### config.mk
export PLATFORM = sky130hd
export DESIGN_NAME = seven_segment_animation_sequencer
export DESIGN_NICKNAME = d
export VERILOG_FILES = /design/src/rtl/seven_segment_pkg.sv /design/src/rtl/frame_tick_prescaler.sv /design/src/rtl/seven_segment_animation_sequencer.sv
export SDC_FILE = /design/constraint.sdc
export NUM_CORES = 1
export LEC_CHECK = 0
export CORE_AREA = 5 5 91 93
export CTS_CLUSTER_DIAMETER = 80
export DETAILED_ROUTE_END_ITERATION = 6
export DIE_AREA = 0 0 96 98
export PLACE_DENSITY = 0.81
export SYNTH_ARGS = -nofsm -noshare
export SYNTH_HDL_FRONTEND = slang
export SYNTH_HIERARCHICAL = 1
export SYNTH_SLANG_ARGS = --single-unit
### constraint.sdc
create_clock -name clk -period 3.6 [get_ports clk]
set_input_delay 1.08 -clock clk [delete_from_list [all_inputs] [get_ports clk]]
set_output_delay 1.08 -clock clk [all_outputs]
set_load 0.02 [all_outputs]
### src/rtl/seven_segment_pkg.sv
// Shared types and constants for the seven-segment figure-8 animation sequencer.
// Contents: frame index type, frame count, FSM state encoding, first-frame
// indices for forward and reverse playback.
package seven_segment_pkg;

    typedef logic [2:0] frame_t;

    localparam int unsigned FRAME_COUNT = 8;

    typedef enum logic [1:0] {
        IDLE  = 2'd0,
        RUN   = 2'd1,
        PAUSE = 2'd2
    } anim_state_t;

    localparam frame_t FRAME_FIRST_FWD = 3'd0;
    localparam frame_t FRAME_FIRST_REV = 3'd7;

endpackage

### src/rtl/frame_tick_prescaler.sv
// Frame-period prescaler: counts 0..period-1 and emits a one-cycle tick on
// the last count. The period is latched on clear and re-latched on each tick,
// so a new period only takes effect at a frame boundary.
// Ports:
//   clk, rst_n  - clock, asynchronous active-low reset
//   clear       - force count to 0 and latch period_eff (no tick)
//   hold        - freeze the count (no tick)
//   period_eff  - cycles per frame, already forced to >= 1 by the caller
//   tick        - high on the cycle whose edge ends the current frame
module frame_tick_prescaler #(
    parameter int unsigned PRESCALE_WIDTH = 24
) (
    input  logic                      clk,
    input  logic                      rst_n,
    input  logic                      clear,
    input  logic                      hold,
    input  logic [PRESCALE_WIDTH-1:0] period_eff,
    output logic                      tick
);

    logic [PRESCALE_WIDTH-1:0] count;
    logic [PRESCALE_WIDTH-1:0] period_q;
    logic                      at_last;

    assign at_last = (count == period_q - PRESCALE_WIDTH'(1));
    assign tick    = !clear && !hold && at_last;

    always_ff @(posedge clk or negedge rst_n) begin
        if (!rst_n) begin
            count    <= '0;
            period_q <= PRESCALE_WIDTH'(1);
        end else if (clear) begin
            count    <= '0;
            period_q <= period_eff;
        end else if (!hold) begin
            if (at_last) begin
                count    <= '0;
                period_q <= period_eff;
            end else begin
                count <= count + PRESCALE_WIDTH'(1);
            end
        end
    end

endmodule

### src/rtl/seven_segment_animation_sequencer.sv
// Frame sequencer for the seven-segment figure-8 animation decoder.
// Steps a 3-bit frame index once per programmable period, forward or reverse,
// in continuous or single-shot mode, with start/stop/pause control.
// Ports:
//   clk, rst_n   - clock, asynchronous active-low reset
//   start        - pulse: begin or restart playback
//   stop         - pulse: abort playback and blank (highest priority)
//   pause        - level: freeze the current frame
//   direction    - 0 forward (0->7), 1 reverse (7->0); sampled at ticks
//   single_shot  - 1 stop after one loop; sampled at the loop-ending tick
//   period       - cycles per frame, 0 treated as 1
//   frame        - current frame index (registered)
//   frame_valid  - a frame is being displayed (registered)
//   loop_done    - one-cycle pulse after 8 frames (registered)
//   busy         - state is RUN or PAUSE (registered)
module seven_segment_animation_sequencer
    import seven_segment_pkg::*;
#(
    parameter int unsigned PRESCALE_WIDTH = 24
) (
    input  logic                      clk,
    input  logic                      rst_n,
    input  logic                      start,
    input  logic                      stop,
    input  logic                      pause,
    input  logic                      direction,
    input  logic                      single_shot,
    input  logic [PRESCALE_WIDTH-1:0] period,
    output frame_t                    frame,
    output logic                      frame_valid,
    output logic                      loop_done,
    output logic                      busy
);

    anim_state_t               state, state_n;
    frame_t                    frame_n;
    frame_t                    shown, shown_n;
    logic                      loop_done_n;
    logic                      tick;
    logic                      presc_clear;
    logic [PRESCALE_WIDTH-1:0] period_eff;

    assign period_eff  = (period == '0) ? PRESCALE_WIDTH'(1) : period;
    // Prescaler sits at 0 while idle and restarts on any start/stop.
    assign presc_clear = (state == IDLE) || start || stop;

    frame_tick_prescaler #(
        .PRESCALE_WIDTH(PRESCALE_WIDTH)
    ) u_prescaler (
        .clk       (clk),
        .rst_n     (rst_n),
        .clear     (presc_clear),
        .hold      (pause),
        .period_eff(period_eff),
        .tick      (tick)
    );

    always_ff @(posedge clk or negedge rst_n) begin
        if (!rst_n) begin
            state       <= IDLE;
            frame       <= FRAME_FIRST_FWD;
            shown       <= '0;
            loop_done   <= 1'b0;
            frame_valid <= 1'b0;
            busy        <= 1'b0;
        end else begin
            state       <= state_n;
            frame       <= frame_n;
            shown       <= shown_n;
            loop_done   <= loop_done_n;
            frame_valid <= (state_n != IDLE);
            busy        <= (state_n != IDLE);
        end
    end

    always_comb begin
        state_n     = state;
        frame_n     = frame;
        shown_n     = shown;
        loop_done_n = 1'b0;
        if (stop) begin
            state_n = IDLE;
            frame_n = FRAME_FIRST_FWD;
            shown_n = '0;
        end else if (start) begin
            // A restart while active honours pause on the same edge.
            state_n = (state != IDLE && pause) ? PAUSE : RUN;
            frame_n = direction ? FRAME_FIRST_REV : FRAME_FIRST_FWD;
            shown_n = '0;
        end else begin
            case (state)
                RUN, PAUSE: begin
                    if (pause) begin
                        state_n = PAUSE;
                    end else begin
                        state_n = RUN;
                        if (tick) begin
                            frame_n = direction ? frame - 3'd1 : frame + 3'd1;
                            shown_n = shown + 3'd1;
                            if (shown == frame_t'(FRAME_COUNT - 1)) begin
                                loop_done_n = 1'b1;
                                if (single_shot) begin
                                    state_n = IDLE;
                                    frame_n = FRAME_FIRST_FWD;
                                end
                            end
                        end
                    end
                end
                default: ;
            endcase
        end
    end

endmodule

# Yosys cells after proc, flatten, opt, wreduce, memory -nomap -nowiden
# Cells that the tools add are included.
[op_classes] reduce_logical=17 n_eq_ne=6 add_sub_neg=5 n_mux=35
[op_table] operator="24-bit two-way mux" n=7
[op_table] operator="3-bit two-way mux" n=14
[op_table] operator="24-bit by 1-bit adder with 24-bit output, second input constant" n=1
[op_table] operator="24-bit == test" n=1
[op_table] operator="24-bit logical NOT" n=1
[op_table] operator="24-bit by 1-bit subtractor with 24-bit output, second input constant" n=1
[op_table] operator="2-bit two-way mux" n=5
[op_table] operator="1-bit two-way mux" n=9
[op_table] operator="3-bit by 1-bit adder with 3-bit output, second input constant" n=2
[op_table] operator="2-bit nonzero test" n=3
[op_table] operator="3-bit nonzero test" n=2
[op_table] operator="3-bit == test, second input constant" n=1
[op_table] operator="1-bit logical AND" n=3
[op_table] operator="3-bit inequality test, second input constant" n=1
[op_table] operator="3-bit AND reduction" n=1
[op_table] operator="3-bit by 1-bit subtractor with 3-bit output, second input constant" n=1
[op_table] operator="2-bit by 1-bit == test with 1-bit output, second input constant" n=1
[op_table] operator="2-bit == test, second input constant" n=1
[op_table] operator="1-bit logical NOT" n=2
[op_table] operator="2-bit logical NOT" n=1
[op_table] operator="1-bit logical OR" n=2
[op_table] operator="2-bit by 1-bit inequality test with 1-bit output, second input constant" n=1
[op_table] operator="2-bit AND reduction" n=1
[op_table] operator="2-bit OR reduction" n=1
[word_totals] register_bits=58 output_inout_bits=6

# Logic depth before layout (Yosys ltp)
# Gate-level depths: netlist of the first run.
[logic_depth] word_depth=12 ltp_mapped=14 mapped_depth_nobuf=13

# Cells and area by module
# Netlist of the first run, hierarchy kept.
[modules_own_cells] module="frame_tick_prescaler" instances=1 area_per_inst_um2=2975.4 seq_area_each_um2=1202.4 cells_per_inst=302
[modules_own_cells] module="seven_segment_animation_sequencer" instances=1 area_per_inst_um2=745.7 seq_area_each_um2=250.2 cells_per_inst=91

# Worst setup path before layout of the first run
# OpenSTA, ideal clock, no wires.
[synth_path] kind="reg2reg" start="reg u_prescaler.period_q[3]" end="reg busy" setup_slack_ns=0.089 setup_ns=0.124 required_time_ns=3.476 period_less_slack_ns=3.511 arrival_time_ns=3.387 path_buffers=1 stages_incl_launch_ff=13 path_cell_list="dfrtp_1 -> clkbuf_1 -> or4_4 -> or4_1 -> a21oi_1 -> o22ai_1 -> or4_4 -> or4_1 -> nor2_1 -> nand3_1 -> a221oi_2 -> nor3_2 -> or2_1"
[synth_between] elab_chain_len=9
[synth_rtl] element="start, declared" line="frame_tick_prescaler.sv:22" source="logic [PRESCALE_WIDTH-1:0] period_q;"
[synth_rtl] element="start signal, assigned" line="frame_tick_prescaler.sv:34" source="period_q <= period_eff;"
[synth_rtl] element="start signal, assigned" line="frame_tick_prescaler.sv:38" source="period_q <= period_eff;"
[synth_rtl] element="24-bit by 1-bit subtractor with 24-bit output" line="frame_tick_prescaler.sv:25" source="assign at_last = (count == period_q - PRESCALE_WIDTH'(1));"
[synth_rtl] element="24-bit == test" line="frame_tick_prescaler.sv:25"
[synth_rtl] element="1-bit logical AND" line="frame_tick_prescaler.sv:26" source="assign tick = !clear && !hold && at_last;"
[synth_rtl] element="via tick" line="seven_segment_animation_sequencer.sv:39" source="logic tick;"
[synth_rtl] element="1-bit two-way mux" line="seven_segment_animation_sequencer.sv:97" source="if (tick) begin"
[synth_rtl] element="2-bit two-way mux" line="seven_segment_animation_sequencer.sv:93" source="if (pause) begin"
[synth_rtl] element="2-bit two-way mux" line="seven_segment_animation_sequencer.sv:91" source="case (state)"
[synth_rtl] element="2-bit two-way mux" line="seven_segment_animation_sequencer.sv:85" source="end else if (start) begin"
[synth_rtl] element="2-bit two-way mux" line="seven_segment_animation_sequencer.sv:81" source="if (stop) begin"
[synth_rtl] element="via state_n[0]" line="seven_segment_animation_sequencer.sv:35" source="anim_state_t state, state_n;"
[synth_rtl] element="2-bit nonzero test" line="seven_segment_animation_sequencer.sv:72" source="busy <= (state_n != IDLE);"
[synth_rtl] element="end signal, assigned" line="seven_segment_animation_sequencer.sv:72"
[synth_rtl] element="end, declared" line="seven_segment_animation_sequencer.sv:32" source="output logic busy"
# The timed path passes the listed nets, and every way through them passes these cells.
# A chain may end at the register's enable or synchronous reset.

# Worst setup path after layout of the first run
[layout_path] start="reg u_prescaler.period_q[1]" end="reg u_prescaler.period_q[8]"
[layout_between] elab_chain_len=4
[layout_rtl] element="24-bit by 1-bit subtractor with 24-bit output" line="frame_tick_prescaler.sv:25"
[layout_rtl] element="24-bit == test" line="frame_tick_prescaler.sv:25"
[layout_rtl] element="2-bit nonzero test (no source line)"
[layout_rtl] element="2-bit AND reduction (no source line)"
# No other way between the ends.

==> results.txt, run 1 <==
Initial Utilization = 50.0%
fin. max-slew vios = 0
TritonCTS Buffers = 9
Clock Path Buffers = 2
Slew @ Worst Pin = 726 ps
Die H = 98 um
RSZ-0062 raised after global routing = false
Synthesized Nets = 430
minimum clock period = 3530 ps
VDD IR max = 0.000274 V
Cell Chain, Critical Path = or4_4, or4_4, a21oi_2, o22ai_1, or4_4, buf_4, o41ai_4, buf_12, mux2_2
Top Family by Delay on Critical Path = simple AND/OR/NAND/NOR gates
Netlist cell types = 58
Worst Path Arrival = 3760 ps
Iteration-0 DRC Markers = 218
slowest CP cell = or4_4
Routed Antenna Nets = 0
sequential cell area = 0.00145 sq mm
maximum capacitance violations = 0
Synth top area share = 38.3%
worst rel slew slack = 51.6%
Async S/R FF share, synth = 100%
largest cells by area after synthesis = dfrtp_1 38%, xnor2_1 7.1%, xor2_1 6.4%, mux2_2 5.7%, nor2_1 4.1%
f_max = 0.283 GHz
Cell Int Power = 1.28 mW
Seq/Total Area, Yosys = 39.0%
Routed wire per std cell = 16.4 um
Period Utilization, post-route = 98.2%
CP Class = reg -> reg
grt ovf = 0
Hold Buf Count CTS = 0
CP max FO = 41
worst skew pair latency = 340 ps
routed vias = 3111
setup violators final = 0
Synth Register Bits = 58
most used cell, CP = or4_4
worst path bufs/invs = 2
Avg Cell Area, Syn = 9.47 sq um
IO Count = 37
Leak Pwr = 1.85 nW
clk_skew = 4.92 ps
share of layout cells above drive strength 1 = 21.2%
Psw = 0.440 mW
pwr dens = 372 mW/mm^2
first-pass GRT wire length = 15200 um
NumNets Final = 476
largest net degree at the start of global routing = 59
Pwr Total = 1.72 mW
Mapped Cells = 393
Yosys Warn Count = 6
Die Area = 0.00941 sq mm
clock sink total = 58
drt total wl = 8950 um
DP Area = 0.00430 sq mm
antenna fix cells = 0
WP data required = 3820 ps
Global Route Usage Sum = 20.6%
vias in the first global route = 3250
input/output buffers = 36
CP Capture Type = flip-flop
width of the die = 96 um
Layout area overhead = 24.4%
row count = 32
Core Box Area = 0.00745 sq mm
DP HPWL = 6360 um
Clock transition at path regs = 70 ps
initial antenna violation count = 0
vias per cell = 5.70
first-pass iteration count of the detailed router = 7
commonest non-fill, non-tap cell in the layout = dfrtp_1
# fillers = 589
reg2reg path depth = 9
clock share of power = 42.5%
nature of the critical path startpoint = flip-flop
Worst Hold Class = reg -> reg
Reg power frac = 41.4%
Final Instance Area = 0.00463 sq mm
clk root buf = clkbuf_8
Residual DRC = 0
Routability Congestion = 0.912
final hold vios = 0
mapped cell area = 0.00372 sq mm
EDFF count, synth = 0
Hold Path Stages = 1
max incr delay on CP = 550 ps
Synth area leader = dfrtp_1
commonest non-fill, non-tap cells in the layout = 57 x dfrtp_1, 40 x nor2_1, 37 x buf_4
switching share of total power = 25.6%
Post-synth top flop = dfrtp_1
status = finished clean
Multi-input gate area = 0.00212 sq mm
H-tree depth = 3
CTS tree = yes
combinational fraction of design power = 16.1%
WP depth = 9
-- what timing repair did --
item / 4_1_cts / 5_1_grt
pin swaps: 2 / 6
resized for setup: 6 / 8
buffers inserted: 2 / 2
endpoints found under the setup margin: 5 / 33
endpoints found under the hold margin: 0 / 0
-- metrics by stage --
step / hold WS [ps] / cells / util [%] / setup WS (ps) / TNS (ps)
final: 557 / 546 / 62.2 / 65.3 / 0
after global routing: 586 / 546 / 62.2 / 18.1 / 0
after floorplan: 502 / 393 / - / 89.2 / 0
after detailed placement: 535 / 526 / 57.7 / -51.1 / -100
after global placement: 534 / 526 / 57.7 / 32.2 / 0
after CTS: 551 / 544 / 61.4 / 9.27 / 0
-- registers in the layout, summed over array words and instances, names as in the netlist --
name	count
frame	3
u_prescaler/count	24
state	2
shown	3
busy	1
loop_done	1
u_prescaler/period_q	24
-- cell families after synthesis --
family	Yosys count	share of synthesized area [%]
xor+xnor	57	13.4
flops	58	39.0
buf+inv	48	5.95
compound gates	40	7.77
fa+ha+maj	6	2.22
simple gates	157	23.5
mux	27	8.07
-- worst paths after layout --
path	from	to	slack (ps)
max	u_prescaler/period_q[1]	u_prescaler/period_q[8]	70
min	u_prescaler/period_q[23]	u_prescaler/period_q[23]	560
max reg2reg	u_prescaler/period_q[1]	u_prescaler/period_q[8]	70
min reg2reg	u_prescaler/period_q[23]	u_prescaler/period_q[23]	560
max in group asynchronous	rst_n	u_prescaler/count[4]	2240
min in group asynchronous	rst_n	u_prescaler/period_q[20]	880
-- metal layers --
metal | global-route usage (%) | vias up | routed length (um)
met5 | 0 | - | 0
met4 | 8.10 | 0 | 174
met3 | 4.62 | 21 | 446
met2 | 33.2 | 97 | 4580
met1 | 26.5 | 1518 | 3760
li1 | - | 1475 | -
-- power by group through the flow --
stage | clock, mW | sequential [mW] | combinational [mW]
final | 0.731 | 0.712 | 0.278
after global routing | 0.783 | 0.716 | 0.302
after CTS | 0.745 | 0.711 | 0.271
after detailed placement | 0 | 0.723 | 0.267
after global placement | 0 | 0.722 | 0.259
after floorplan | 0 | 0.723 | 0.152
-- layout make-up --
class	instances	area share (%)
clock inverter	7	2.54
tap	102	2.76
inverter	9	0.730
sequential	58	31.4
multi-input combinational	287	45.8
clock buffer	9	2.68
timing repair buffer	74	14.1
-- synthesized netlist by cell type (6+ instances only) --
library cell  instances
dfrtp_1              57
nor2_1               41
clkbuf_1             30
xnor2_1              30
xor2_1               27
mux2_2               19
nand2_1              16
nand3_1              15
nor3_1               15
nor4_1               11
nand4_1              10
inv_1                 9
a31oi_1               7
a21oi_1               6
and3_1                6
nand2b_1              6
Power figures use the tool's default switching activity.
==> inputs of run 2 (changes only) <==
--- a/config.mk
+++ b/config.mk
@@ -5,11 +5,11 @@
 export SDC_FILE = /design/constraint.sdc
 export NUM_CORES = 1
 export LEC_CHECK = 0
-export CORE_AREA = 5 5 91 93
+export CORE_AREA = 5 5 103 105
 export CTS_CLUSTER_DIAMETER = 80
 export DETAILED_ROUTE_END_ITERATION = 6
-export DIE_AREA = 0 0 96 98
-export PLACE_DENSITY = 0.81
+export DIE_AREA = 0 0 108 110
+export PLACE_DENSITY = 0.67
 export SYNTH_ARGS = -nofsm -noshare
 export SYNTH_HDL_FRONTEND = slang
 export SYNTH_HIERARCHICAL = 1
==> results.txt, run 2 (synthesized netlist as in run 1, its figures left out) <==
vias per cell = 5.17 (-9.2%)
Multi-input gate area = 0.00214 sq mm (+0.71%)
setup violators final = 1 (+1)
Layout area overhead = 24.9%
fin util = 48.7% (-13 points)
# fillers = 918 (+56%)
CP Class = reg -> reg
vias in the first global route = 2994 (-7.9%)
Pwr Total = 1.65 mW (-3.9%)
Initial Utilization = 39.0% (-11 points)
clock sink total = 58 (unchanged)
Post-Place Cells = 555 (+5.5%)
pwr dens = 356 mW/mm^2 (-4.3%)
minimum clock period = 3610 ps (+79.4 ps)
Clock transition at path regs = 70 ps (about the same)
Die H = 110 um (+12%)
most used cell, CP = or4_4
input/output buffers = 36 (unchanged)
CTS tree = yes
nature of the critical path startpoint = flip-flop
slowest CP cell = or4_4
setup ws final = -14.1 ps (-79.4 ps)
largest net degree at the start of global routing = 44 (-25%)
max incr delay on CP = 550 ps (about the same)
Worst Path Arrival = 3830 ps (+70 ps)
WP data required = 3820 ps (about the same)
CP max FO = 4 (-90%)
maximum capacitance violations = 0 (unchanged)
Hold Buf Count CTS = 0 (unchanged)
CP Capture Type = flip-flop
grt ovf = 0 (unchanged)
Iteration-0 DRC Markers = 168 (-23%)
failing checks = negative setup slack
IO Count = 37 (unchanged)
Period Utilization, post-route = 100% (+2.2 points)
Clock Path Buffers = 2 (unchanged)
width of the die = 108 um (+13%)
antenna fix cells = 0 (unchanged)
worst skew pair latency = 340 ps (about the same)
RSZ-0062 raised after global routing = true
first-pass GRT wire length = 14300 um (-6.1%)
Worst Hold Class = reg -> reg
Slew @ Worst Pin = 648 ps (-78.6 ps)
first-pass iteration count of the detailed router = 5 (-2)
fin. max-slew vios = 0 (unchanged)
commonest non-fill, non-tap cell in the layout = dfrtp_1
final hold vios = 0 (unchanged)
commonest non-fill, non-tap cells in the layout = 57 x dfrtp_1, 40 x nor2_1, 35 x clkdlybuf4s50_1
VDD IR max = 0.000146 V (-47%)
Global Route Usage Sum = 15.3% (-5.2 points)
initial antenna violation count = 0 (unchanged)
DP HPWL = 6490 um (+2.1%)
drt total wl = 8480 um (-5.3%)
routed vias = 2975 (-4.4%)
share of layout cells above drive strength 1 = 21.7% (+0.55 points)
row count = 36 (+13%)
Leak Pwr = 1.83 nW (-0.69%)
clk root buf = clkbuf_8
NumNets Final = 474 (-0.42%)
TritonCTS Buffers = 9 (unchanged)
clk_skew = 7.09 ps (+2.17 ps)
Routed wire per std cell = 14.7 um (-10%)
Core Box Area = 0.00955 sq mm (+28%)
non-filler cells, final = 575 (+5.3%)
status = complete, but fails checks
f_max = 0.277 GHz (-2.2%)
Top Registers = u_prescaler/count: 24 flops, u_prescaler/period_q: 24 flops
Residual DRC = 0 (unchanged)
Cell Chain, Critical Path = or4_4, or4_4, a21oi_4, o22ai_2, or4_4, or4_4, nor2_4, nand3_2, a221oi_2, nor3_2, or2_1
Die Area = 0.0119 sq mm (+26%)
Routability Congestion = 0.852 (-6.6%)
Routed Antenna Nets = 0 (unchanged)
Fin Hold WS = 547 ps (-9.36 ps)
worst rel slew slack = 56.5% (+4.9 points)
H-tree depth = 3 (unchanged)
Place WS = -34.9 ps (+16.2 ps)
sequential cell area = 0.00145 sq mm (unchanged)
[run 2: changes by cell type in the layout (fill, tap and decap cells not counted), moves of 2 or more]
cell | previous run | this run
clkinv_4 | 2 | 0
nor4_2 | 1 | 3
a21oi_1 | 5 | 3
buf_4 | 37 | 34
[run 2: per-stage QoR]
stage / setup TNS, ps / instance area (sq um)
floorplan: 0 / 3720
CTS: 0 / 4570
global route: -304 / 4650
detailed placement: -34.9 / 4320
finish: -14.1 / 4650
global placement: 0 / 4320
[run 2: cell type report]
cell class | count | area share (%)
Clock buffer | 11 | 3.04
Timing Repair Buffer | 72 | 13.8
Multi-Input combinational cell | 287 | 45.9
Tap cell | 133 | 3.58
Clock inverter | 5 | 1.67
Sequential cell | 58 | 31.2
Inverter | 9 | 0.727
[run 2: power breakdown]
| group | internal, mW | switching (mW) | leakage [nW] |
|---|---|---|---|
| clock | 0.406 | 0.259 | 0.109 |
| combinational | 0.144 | 0.136 | 0.977 |
| sequential | 0.681 | 0.0279 | 0.747 |
[run 2: worst paths after layout]
kind / cells after the start / start / end / slack [ps]
worst min register to register: 1 / u_prescaler/period_q[23] / u_prescaler/period_q[23] / 550
worst min-delay path: 1 / u_prescaler/period_q[23] / u_prescaler/period_q[23] / 550
min in group asynchronous: 1 / rst_n / frame[2] / 650
worst max register to register: 11 / u_prescaler/period_q[1] / busy / -10
max in group asynchronous: 2 / rst_n / u_prescaler/period_q[0] / 2070
worst max-delay path: 11 / u_prescaler/period_q[1] / busy / -10
[run 2: per-layer routing]
| metal | track usage [%] | wire, um |
|---|---|---|
| met5 | 0 | 0 |
| met4 | 5.14 | 125 |
| met3 | 4.02 | 310 |
| met2 | 25.3 | 4190 |
| met1 | 19.7 | 3850 |
[run 2: what timing repair did]
action	4_1_cts	5_1_grt
endpoints found under the setup margin	1	31
setup buffers	2	2
pin swaps	3	1
gates resized for setup	4	15
[run 2: critical path: cells and delay by family (launching register included)]
kind             cells  cell delay [ps]
flip-flops           1              410
AND/OR/NAND/NOR      8             2610
AO/OA/AOI/OAI        3              490
==> inputs of run 3 (changes only) <==
--- a/config.mk
+++ b/config.mk
@@ -9,7 +9,8 @@
 export CTS_CLUSTER_DIAMETER = 80
 export DETAILED_ROUTE_END_ITERATION = 6
 export DIE_AREA = 0 0 108 110
-export PLACE_DENSITY = 0.67
+export DONT_BUFFER_PORTS = 1
+export PLACE_DENSITY = 0.56
 export SYNTH_ARGS = -nofsm -noshare
 export SYNTH_HDL_FRONTEND = slang
 export SYNTH_HIERARCHICAL = 1
==> results.txt, run 3 (synthesized netlist as in run 1, its figures left out) <==
Routability Congestion = 0.909 (+6.7%)
CP Capture Type = flip-flop
row count = 36 (unchanged)
CP Class = reg -> reg
fin. max-slew vios = 0 (unchanged)
Top Registers = u_prescaler/count: 24 flops, u_prescaler/period_q: 24 flops
setup tns final = 0 ps (+14.1 ps)
Hold Buf Count CTS = 0 (unchanged)
Routed wire per std cell = 16.6 um (+13%)
commonest non-fill, non-tap cells in the layout = 57 x dfrtp_1, 40 x nor2_1, 31 x buf_4
first-pass iteration count of the detailed router = 4 (-1)
setup violators final = 0 (-1)
Initial Utilization = 39.0% (unchanged)
Clock Path Buffers = 2 (unchanged)
Worst Path Arrival = 3810 ps (-20 ps)
first-pass GRT wire length = 14400 um (+0.68%)
CTS tree = yes
met2 global-route usage = 25.0% (-0.22 points)
WP data required = 3840 ps (+20 ps)
VDD IR max = 0.000246 V (+69%)
minimum clock period = 3570 ps (-43.0 ps)
grt ovf = 0 (unchanged)
Crit. Startpoint = u_prescaler/period_q[1]
Die H = 110 um (unchanged)
# fillers = 954 (+3.9%)
NumNets Final = 437 (-7.8%)
clock sink total = 58 (unchanged)
maximum capacitance violations = 0 (unchanged)
routed vias = 2832 (-4.8%)
Period Utilization, post-route = 99.2% (-1.2 points)
DP HPWL = 6390 um (-1.5%)
setup ws final = 28.9 ps (+43.0 ps)
Global Route Usage Sum = 15.5% (+0.15 points)
worst rel slew slack = 59.9% (+3.4 points)
worst reg2reg path startpoint = u_prescaler/period_q[1]
antenna fix cells = 0 (unchanged)
Residual DRC = 0 (unchanged)
Pwr Total = 1.55 mW (-6.2%)
vias in the first global route = 2831 (-5.4%)
TritonCTS Buffers = 9 (unchanged)
input/output buffers = 0 (-100%)
Fin Hold WS = 415 ps (-132 ps)
Iteration-0 DRC Markers = 189 (+13%)
Post-Place Cells = 517 (-6.8%)
initial antenna violation count = 0 (unchanged)
IO Count = 37 (unchanged)
largest net degree at the start of global routing = 59 (+34%)
nature of the critical path startpoint = flip-flop
width of the die = 108 um (unchanged)
commonest non-fill, non-tap cell in the layout = dfrtp_1
met1 GRT Util = 20.2% (+0.44 points)
Layout area overhead = 15.1%
pwr dens = 362 mW/mm^2 (+1.8%)
clk root buf = clkbuf_8
non-filler cells, final = 538 (-6.4%)
Worst R2R Setup Slack = 30 ps (+40 ps)
Leak Pwr = 1.68 nW (-8.3%)
Die Area = 0.0119 sq mm (unchanged)
status = finished clean
GR Util met3 = 2.91% (-1.1 points)
Core Box Area = 0.00955 sq mm (unchanged)
GR peak layer = met2
RSZ-0062 raised after global routing = true
vias per cell = 5.26 (+1.7%)
Slew @ Worst Pin = 597 ps (-50.4 ps)
Worst Hold Class = in -> async
CP max FO = 4 (unchanged)
Routed Antenna Nets = 0 (unchanged)
Clock transition at path regs = 80 ps (about the same)
final hold vios = 0 (unchanged)
clk_skew = 15.1 ps (+8.01 ps)
drt total wl = 8950 um (+5.6%)
f_max = 0.280 GHz (+1.2%)
worst skew pair latency = 350 ps (about the same)
share of layout cells above drive strength 1 = 23.0% (+1.2 points)
H-tree depth = 3 (unchanged)
Place WS = -61.0 ps (-26.2 ps)
## run 3: cell count changes in the layout (fill, tap and decap cells not counted), moves of 2 or more
cell / change
buf_4: -3
a21oi_2: -2
clkinv_2: -2
clkdlybuf4s50_1: -35
clkinv_4: +2
clkinvlp_4: +2
a21oi_1: +2
## run 3: where the power goes
part / internal, mW / switching [mW] / total (mW)
combinational: 0.108 / 0.102 / 0.210
sequential: 0.680 / 0.0357 / 0.716
clock: 0.324 / 0.302 / 0.625
## run 3: final timing paths
path / endpoint / cells after the start
min in group clk: u_prescaler/period_q[23] / 1
setup reg to reg: busy / 11
hold reg to reg: u_prescaler/period_q[23] / 1
max in group asynchronous: u_prescaler/period_q[0] / 0
setup / recovery: busy / 11
hold / removal: u_prescaler/period_q[3] / 0
## run 3: metal layers
metal	part of all wire [%]	vias up
met5	0	-
met4	1.9	0
met3	2.8	13
met2	48	49
met1	47	1381
li1	-	1389
## run 3: cell type report
cell class                 count  area (sq um)  area share [%]
multi-input combinational    287          2130            49.7
sequential                    58          1450            33.9
timing repair buffer          35           300            7.01
tap                          133           166            3.89
clock buffer                   9           124            2.89
clock inverter                 7          78.8            1.84
inverter                       9          33.8           0.789
## run 3: worst max-delay path, stage by stage (launching register included)
cell and delay, ps:
dfrtp_1 410, or4_4 550, or4_4 540, a21oi_4 140, o22ai_2 70, or4_4 440
or4_4 540, nor2_4 110, nand3_1 90, a221oi_2 260, nor3_2 70, or2_1 220
## run 3: stage by stage
stage	area [sq um]	util [%]
after global routing	4280	44.9
after CTS	4180	43.8
final	4280	44.9
after floorplan	3720	-
after global placement	3950	41.4
after detailed placement	3950	41.4
## run 3: timing repair
action                     4_1_cts  5_1_grt
pin swaps                        2        7
cloned                           0        1
setup endpoints to repair        4       43
resized for setup                6       12
setup buffers                    1        3
